[src/rtl/arb_pkg.sv]
// Shared types for the round-robin bus arbiter.
// State encoding and the default hold limit.
package arb_pkg;

  localparam int STATE_W      = 2;
  localparam int DEF_MAX_HOLD = 16;

  typedef enum logic [STATE_W-1:0] {
    IDLE = 2'd0,
    OWN  = 2'd1,
    TURN = 2'd2
  } arb_state_e;

endpackage

[src/rtl/rr_pick.sv]
// Round-robin priority picker.
// Returns the first requester at or after ptr, wrapping modulo N.
module rr_pick
  import arb_pkg::*;
#(
  parameter int SEL_WIDTH = 2
) (
  input  logic [2**SEL_WIDTH-1:0] req,
  input  logic [SEL_WIDTH-1:0]    ptr,
  output logic [SEL_WIDTH-1:0]    win,
  output logic                    valid
);

  localparam int N = 2**SEL_WIDTH;

  logic [SEL_WIDTH-1:0] idx;

  // scan from the farthest offset down so the nearest to ptr wins
  always_comb begin
    win   = ptr;
    valid = 1'b0;
    idx   = '0;
    for (int i = N - 1; i >= 0; i--) begin
      idx = ptr + SEL_WIDTH'(i);
      if (req[idx]) begin
        win   = idx;
        valid = 1'b1;
      end
    end
  end

endmodule

[src/rtl/rr_bus_arbiter.sv]
// Round-robin bus arbiter with one-cycle turnaround between owners.
// Optional hold-limit preemption is built when ARB_TIMEOUT_EN is defined.
module rr_bus_arbiter
  import arb_pkg::*;
#(
  parameter int SEL_WIDTH = 2,
  parameter int MAX_HOLD  = DEF_MAX_HOLD
) (
  input  logic                    Clk,
  input  logic                    Rst,
  input  logic [2**SEL_WIDTH-1:0] Req,
  output logic [2**SEL_WIDTH-1:0] Gnt,
  output logic [SEL_WIDTH-1:0]    Sel,
  output logic                    Busy,
  output logic                    Preempt
);

  localparam int N = 2**SEL_WIDTH;

  arb_state_e           state, state_n;
  logic [SEL_WIDTH-1:0] ptr, ptr_n;
  logic [SEL_WIDTH-1:0] sel_n, win;
  logic [N-1:0]         gnt_n;
  logic                 pick_ok;
  logic                 pre_n;
  logic                 timeout;

  rr_pick #(
    .SEL_WIDTH(SEL_WIDTH)
  ) u_pick (
    .req  (Req),
    .ptr  (ptr),
    .win  (win),
    .valid(pick_ok)
  );

`ifdef ARB_TIMEOUT_EN
  localparam int HW = (MAX_HOLD > 2) ? $clog2(MAX_HOLD) : 1;
  localparam logic [HW-1:0] HOLD_LAST = HW'(MAX_HOLD - 1);

  logic [HW-1:0] hold_cnt;

  // count owned cycles; zero outside OWN, stop at the limit
  always_ff @(posedge Clk or posedge Rst) begin
    if (Rst) begin
      hold_cnt <= '0;
    end else if (state != OWN) begin
      hold_cnt <= '0;
    end else if (hold_cnt != HOLD_LAST) begin
      hold_cnt <= hold_cnt + 1'b1;
    end
  end

  // revoke only when someone else is waiting
  always_comb begin
    timeout = (state == OWN)
            && (hold_cnt == HOLD_LAST)
            && ((Req & ~Gnt) != '0);
  end
`else
  // no hold limit: the owner keeps the bus until it lets go
  always_comb begin
    timeout = 1'b0;
  end
`endif

  // next state, next grant and pointer update
  always_comb begin
    state_n = state;
    ptr_n   = ptr;
    sel_n   = Sel;
    gnt_n   = Gnt;
    pre_n   = 1'b0;
    unique case (state)
      OWN: begin
        if (!Req[Sel] || timeout) begin
          state_n = TURN;
          gnt_n   = '0;
          ptr_n   = Sel + SEL_WIDTH'(1);
          pre_n   = Req[Sel];
        end
      end
      default: begin
        gnt_n = '0;
        if (pick_ok) begin
          state_n    = OWN;
          gnt_n[win] = 1'b1;
          sel_n      = win;
        end else begin
          state_n = IDLE;
        end
      end
    endcase
  end

  // registered state and outputs
  always_ff @(posedge Clk or posedge Rst) begin
    if (Rst) begin
      state   <= IDLE;
      ptr     <= '0;
      Gnt     <= '0;
      Sel     <= '0;
      Preempt <= 1'b0;
    end else begin
      state   <= state_n;
      ptr     <= ptr_n;
      Gnt     <= gnt_n;
      Sel     <= sel_n;
      Preempt <= pre_n;
    end
  end

  // bus is busy exactly while an owner holds it
  always_comb begin
    Busy = (state == OWN);
  end

endmodule
[config.mk]
export PLATFORM = sky130hd
export DESIGN_NAME = rr_bus_arbiter
export DESIGN_NICKNAME = d
export VERILOG_FILES = /design/src/rtl/arb_pkg.sv /design/src/rtl/rr_pick.sv /design/src/rtl/rr_bus_arbiter.sv
export SDC_FILE = /design/constraint.sdc
export NUM_CORES = 1
export LEC_CHECK = 0
export CAP_MARGIN = 15
export CORE_AREA = 4 4 41 43
export CTS_BUF_LIST = sky130_fd_sc_hd__clkbuf_8
export CTS_CLUSTER_DIAMETER = 100
export DETAILED_ROUTE_END_ITERATION = 12
export DIE_AREA = 0 0 45 47
export DONT_BUFFER_PORTS = 1
export GPL_TIMING_DRIVEN = 0
export PLACE_DENSITY_LB_ADDON = 0.12
export SLEW_MARGIN = 20
export SYNTH_ARGS = -nofsm -noshare
export SYNTH_HDL_FRONTEND = slang
export SYNTH_SLANG_ARGS = --single-unit
[constraint.sdc]
create_clock -name Clk -period 2.05 [get_ports Clk]
set_input_delay 0.41 -clock Clk [delete_from_list [all_inputs] [get_ports Clk]]
set_output_delay 0.41 -clock Clk [all_outputs]
set_load 0.01 [all_outputs]
# [Word-level counts from Yosys, hierarchy flattened]
# Cells that the tools add are included.
[word_totals] regBits=10 input_bits=6 output_inout_bits=8 word_cells=48
[op_classes] addsub=4 n_lt_le_gt_ge=7 n_eq_ne=2 n_mux=26 bitwise_logic=2 reduce_logical=3
[op_table] operator="$lt A2 B3 Y1 const B" count=6
[op_table] operator="$mux W2" count=6
[op_table] operator="$mux W4" count=3
[op_table] operator="$mux W1" count=11
[op_table] operator="$bmux W1 S2" count=5
[op_table] operator="$add A2 B1 Y2 const B" count=2
[op_table] operator="$add A2 B2 Y2 const B" count=2
[op_table] operator="$reduce_and A2 Y1" count=2
[op_table] operator="$demux W1 S2" count=1
[op_table] operator="$eq A2 B1 Y1 const B" count=1
[op_table] operator="$ge A2 B1 Y1 const B" count=1
[op_table] operator="$ne A2 B2 Y1 const B" count=1
[op_table] operator="$not A1 Y1" count=2
[op_table] operator="$logic_and A1 B1 Y1" count=1

# [Depth between registers and ports, before layout]
[logic_depth] ltp_word=13 depth_mapped=4 depth_no_buf=4

# [Cells and area by module]
# A second synthesis with hierarchy kept.
[unflattened] cells_unflattened=59 area_unflattened_um2=581.8
[modules_own_cells] module="rr_bus_arbiter" instances=1 cells_each=43 area_per_inst_um2=481.7 seq_area_each_um2=250.2
[modules_own_cells] module="rr_pick" instances=1 cells_each=16 area_per_inst_um2=100.1 seq_area_each_um2=0.0

# [Least setup slack after synthesis]
# Ideal clock, no wire load.
[synth_timing] path_kind="flip-flop to flip-flop" startpoint="register Sel[0]" endpoint="register Gnt[2]" setup_time_ns=0.121 arrival_ns=1.408 required_ns=1.929 setup_slack_ns=0.521 path_stages_with_launch=4 path_buffers=0 synth_period_minus_slack_ns=1.529 cell_sequence="dfrtp_1 mux4_2 and2_1 a22o_1"
[synth_via] elab_chain_len=3
[synth_lines] element="from (decl)" line="rr_bus_arbiter.sv:13" source="output logic [SEL_WIDTH-1:0] Sel,"
[synth_lines] element="from (signal assigned)" line="rr_bus_arbiter.sv:108" source="Sel <= sel_n;"
[synth_lines] element="$bmux W1 S2" line="rr_bus_arbiter.sv:76" source="if (!Req[Sel] || timeout) begin"
[synth_lines] element="$mux W1 (implied by the code)" line="rr_bus_arbiter.sv:76"
[synth_lines] element="$ne A2 B2 Y1 (no source line)"
[synth_lines] element="to (signal assigned)" line="rr_bus_arbiter.sv:107" source="Gnt <= gnt_n;"
[synth_lines] element="to (decl)" line="rr_bus_arbiter.sv:12" source="output logic [2**SEL_WIDTH-1:0] Gnt,"
# No other way between the ends. The select of a mux whose other input is x is not followed.
# A chain may end at the register's enable or synchronous reset.

# [Worst setup path in the final report]
[layout_timing] startpoint="register Sel[0]" endpoint="register Gnt[3]"
# Same word-level chain as after synthesis.

==> results.md <==
* Fillcell total at 123
* Post-synthesis xor/xnor area fraction at 1.68%
* Post-route antenna net violation count at 0
* Max Freq at 605 MHz
* Post-Synthesis Cells at 50
* GP Congestion at 0.881
* Met1 usage at 14.2%
* Hold Vio Cnt, Final at 0
* Rows at 13
* P per Cell Area at 1660 nW/um^2
* Setup TNS at 0 ps
* Top-count cell post-synth: dfrtp_1
* IO Count at 14
* WL final at 1130 um
* Synth area leader: dfrtp_1
* ANT cells at 0
* Initial antenna violation count at 0
* Post-Syn Area at 520 um^2
* Starting Density at 40.0%
* P_leak at 0.265 nW
* Critical Path End Type: register
* Die Span Y at 47 um
* Crit-path leading delay family: multiplexers
* Setup Buffers After CTS at 0
* Final setup viols at 0
* Post-Synth Adder-Cell Area at 0%
* Area grow syn2layout at 14.2%
* Critical path type: register to register
* Die X at 45 um
* CP peak stage delay at 560 ps
* Peak VDD IR at 0.822 mV
* WL per Instance at 16.3 um
* GRT busiest layer: met2
* Period utilization at 80.6%
* DIE AREA at 2120 um^2
* First-pass GRT wire length at 1820 um
* Initial DRC Count at 4
* Root Buffer: clkbuf_8
* Status: finished clean
* Synth area leaders: dfrtp_1 (48%), o21ai_0 (4.8%), mux4_2 (4.3%)
* DR DRC count at 0
* M2 GR Usage at 19.5%
* Crit path max fanout at 5
* CTS hold repair buffers at 0
* Synth Area in Compound Gates at 19.5%
* Resize count post-CTS at 0
* Worst path bufs/invs at 0
* Vias at 387
* Final setup skew at 0.925 ps
* TritonCTS clock tree: done
* Worst Path Required at 2170 ps
* Slew Limit Fails at 0
* Sequential area share after synthesis at 48.1%
* Top FF cell, synth: dfrtp_1
* Clk_lat worst skew at 230 ps
* Post-synthesis mux area share at 6.49%
* Clock Tree Buf Depth at 2
* Type of the worst min-delay path: input port to async pin
* Post-synth ARST share at 100%
* Top-area cell type share of the netlist area at 48.1%
* Avg Cell Area, Syn at 10.4 um^2
* # nets final at 61
* CTS HTree Levels at 1
* Placed cell count at 65
* Core area at 1300 um^2
* Net count after synthesis at 56
* GRT Total Usage at 12.8%
* Layout cells sized above 1 at 22.2%
* Count of unique library cells instantiated by Yosys at 26
* Post-Layout Cell Count at 69
* First drt pass iteration count at 2
* Largest family of logic cells by synthesized area: simple AND/OR/NAND/NOR gates
* Vias in the first global route at 380
* Ys Warns at 0
* DR vias/cell at 5.61
* Input/output buffers at 0
* Crit path arrival time at 1770 ps
* CTS buffer count at 3
* CTS Sinks at 10
* Post-DP HPWL at 872 um
* Critical path cell sequence: mux4_2 > and2_1 > a22o_1
* Met3 GRT Util at 8.43%
* Max-cap violations at 0
* Unrepaired setup endpoints after global routing: false
* Flops & latches, synth at 10
* CP Launch Type: register
* Critical Path Slowest Stage Cell: mux4_2
* Fin crit period at 1650 ps
* Largest net degree at the start of global routing at 11
* Post-synth EDFFs at 0
* Synth top cells by count: dfrtp_1 (10), o21ai_0 (5), a21oi_1 (4), nand2_1 (4), nor2_1 (3)
* Global route overflow at 0
* CTS clk-pin slew, worst paths at 50 ps
* Post-Synth Simple-Gate Area at 20.7%
-- where the power goes --
part / internal (W) / leakage, nW / switching (W)
Sequential: 0.000293 / 0.123 / 0.000121
Clock: 0.000169 / 0.0288 / 0.0000762
Combinational: 0.000162 / 0.113 / 0.000169
Total: 0.000624 / 0.265 / 0.000365
-- placed cells by master, fill, tap and decap left out, types with 2 or more instances in the layout --
cell      Yosys  routed
dfrtp_1      10      10
nor2_1        3       3
nand2_1       4       4
o21ai_0       5       5
inv_1         2       2
and2b_1       2       2
a22o_1        2       2
clkbuf_8      0       4
a21oi_1       4       4
-- flip-flops by register name, summed over array words and instances, names as in the netlist --
register and flops:
ptr 2, Gnt 4, Sel 2, state 2
-- final cells by class --
| type | instances | area [um^2] | area share (%) |
|---|---|---|---|
| Buffer | 1 | 7.51 | 1.26 |
| Clock buffer | 4 | 55.1 | 9.26 |
| Inverter | 2 | 7.51 | 1.26 |
| Tap cell | 15 | 18.8 | 3.16 |
| Sequential cell | 10 | 250 | 42.1 |
| Multi-Input combinational cell | 37 | 255 | 42.9 |
-- layer usage --
layer  wire length [um]  vias to the layer above
met5                  0                        -
met4                  8                        0
met3                130                        2
met2                537                       17
met1                451                      184
li1                   -                      184
-- cell families (layout without fill, tap and decap cells) --
family,Yosys count,after routing
AND/OR/NAND/NOR,18,18
AO/OA/AOI/OAI,15,15
XOR/XNOR,1,1
other,1,1
multiplexers,2,2
buffers and inverters,3,7
flip-flops,10,10
-- path summary, 6_finish.rpt --
kind / slack [ps] / start / cells after the start / end
worst max-delay path: 400 / Sel[0]$_DFFE_PP0P_ / 3 / Gnt[3]$_DFFE_PP0P_
max in group asynchronous: 1740 / Rst / 1 / ptr[1]$_DFFE_PP0P_
min in group Clk: 510 / Req[0] / 2 / state[1]$_DFFE_PP0P_
worst min register to register: 550 / Gnt[1]$_DFFE_PP0P_ / 2 / Gnt[1]$_DFFE_PP0P_
worst min-delay path: 40 / Rst / 1 / Gnt[3]$_DFFE_PP0P_
worst max register to register: 400 / Sel[0]$_DFFE_PP0P_ / 3 / Gnt[3]$_DFFE_PP0P_
-- through the flow --
stage | instance area (um^2) | util (%) | worst slack (ps) | hold slack (ps) | power [W]
2_1_floorplan | 520 | - | 521 | 250 | 0.000663
3_3_place_gp | 539 | 41.4 | 441 | 283 | 0.000728
3_5_place_dp | 539 | 41.4 | 417 | 293 | 0.000745
4_1_cts | 594 | 45.7 | 402 | 38.1 | 0.000994
5_1_grt | 594 | 45.7 | 341 | 60.3 | 0.00106
6_report | 594 | 45.7 | 397 | 37.2 | 0.000990
Note: power is estimated with default switching activity, not from simulation.
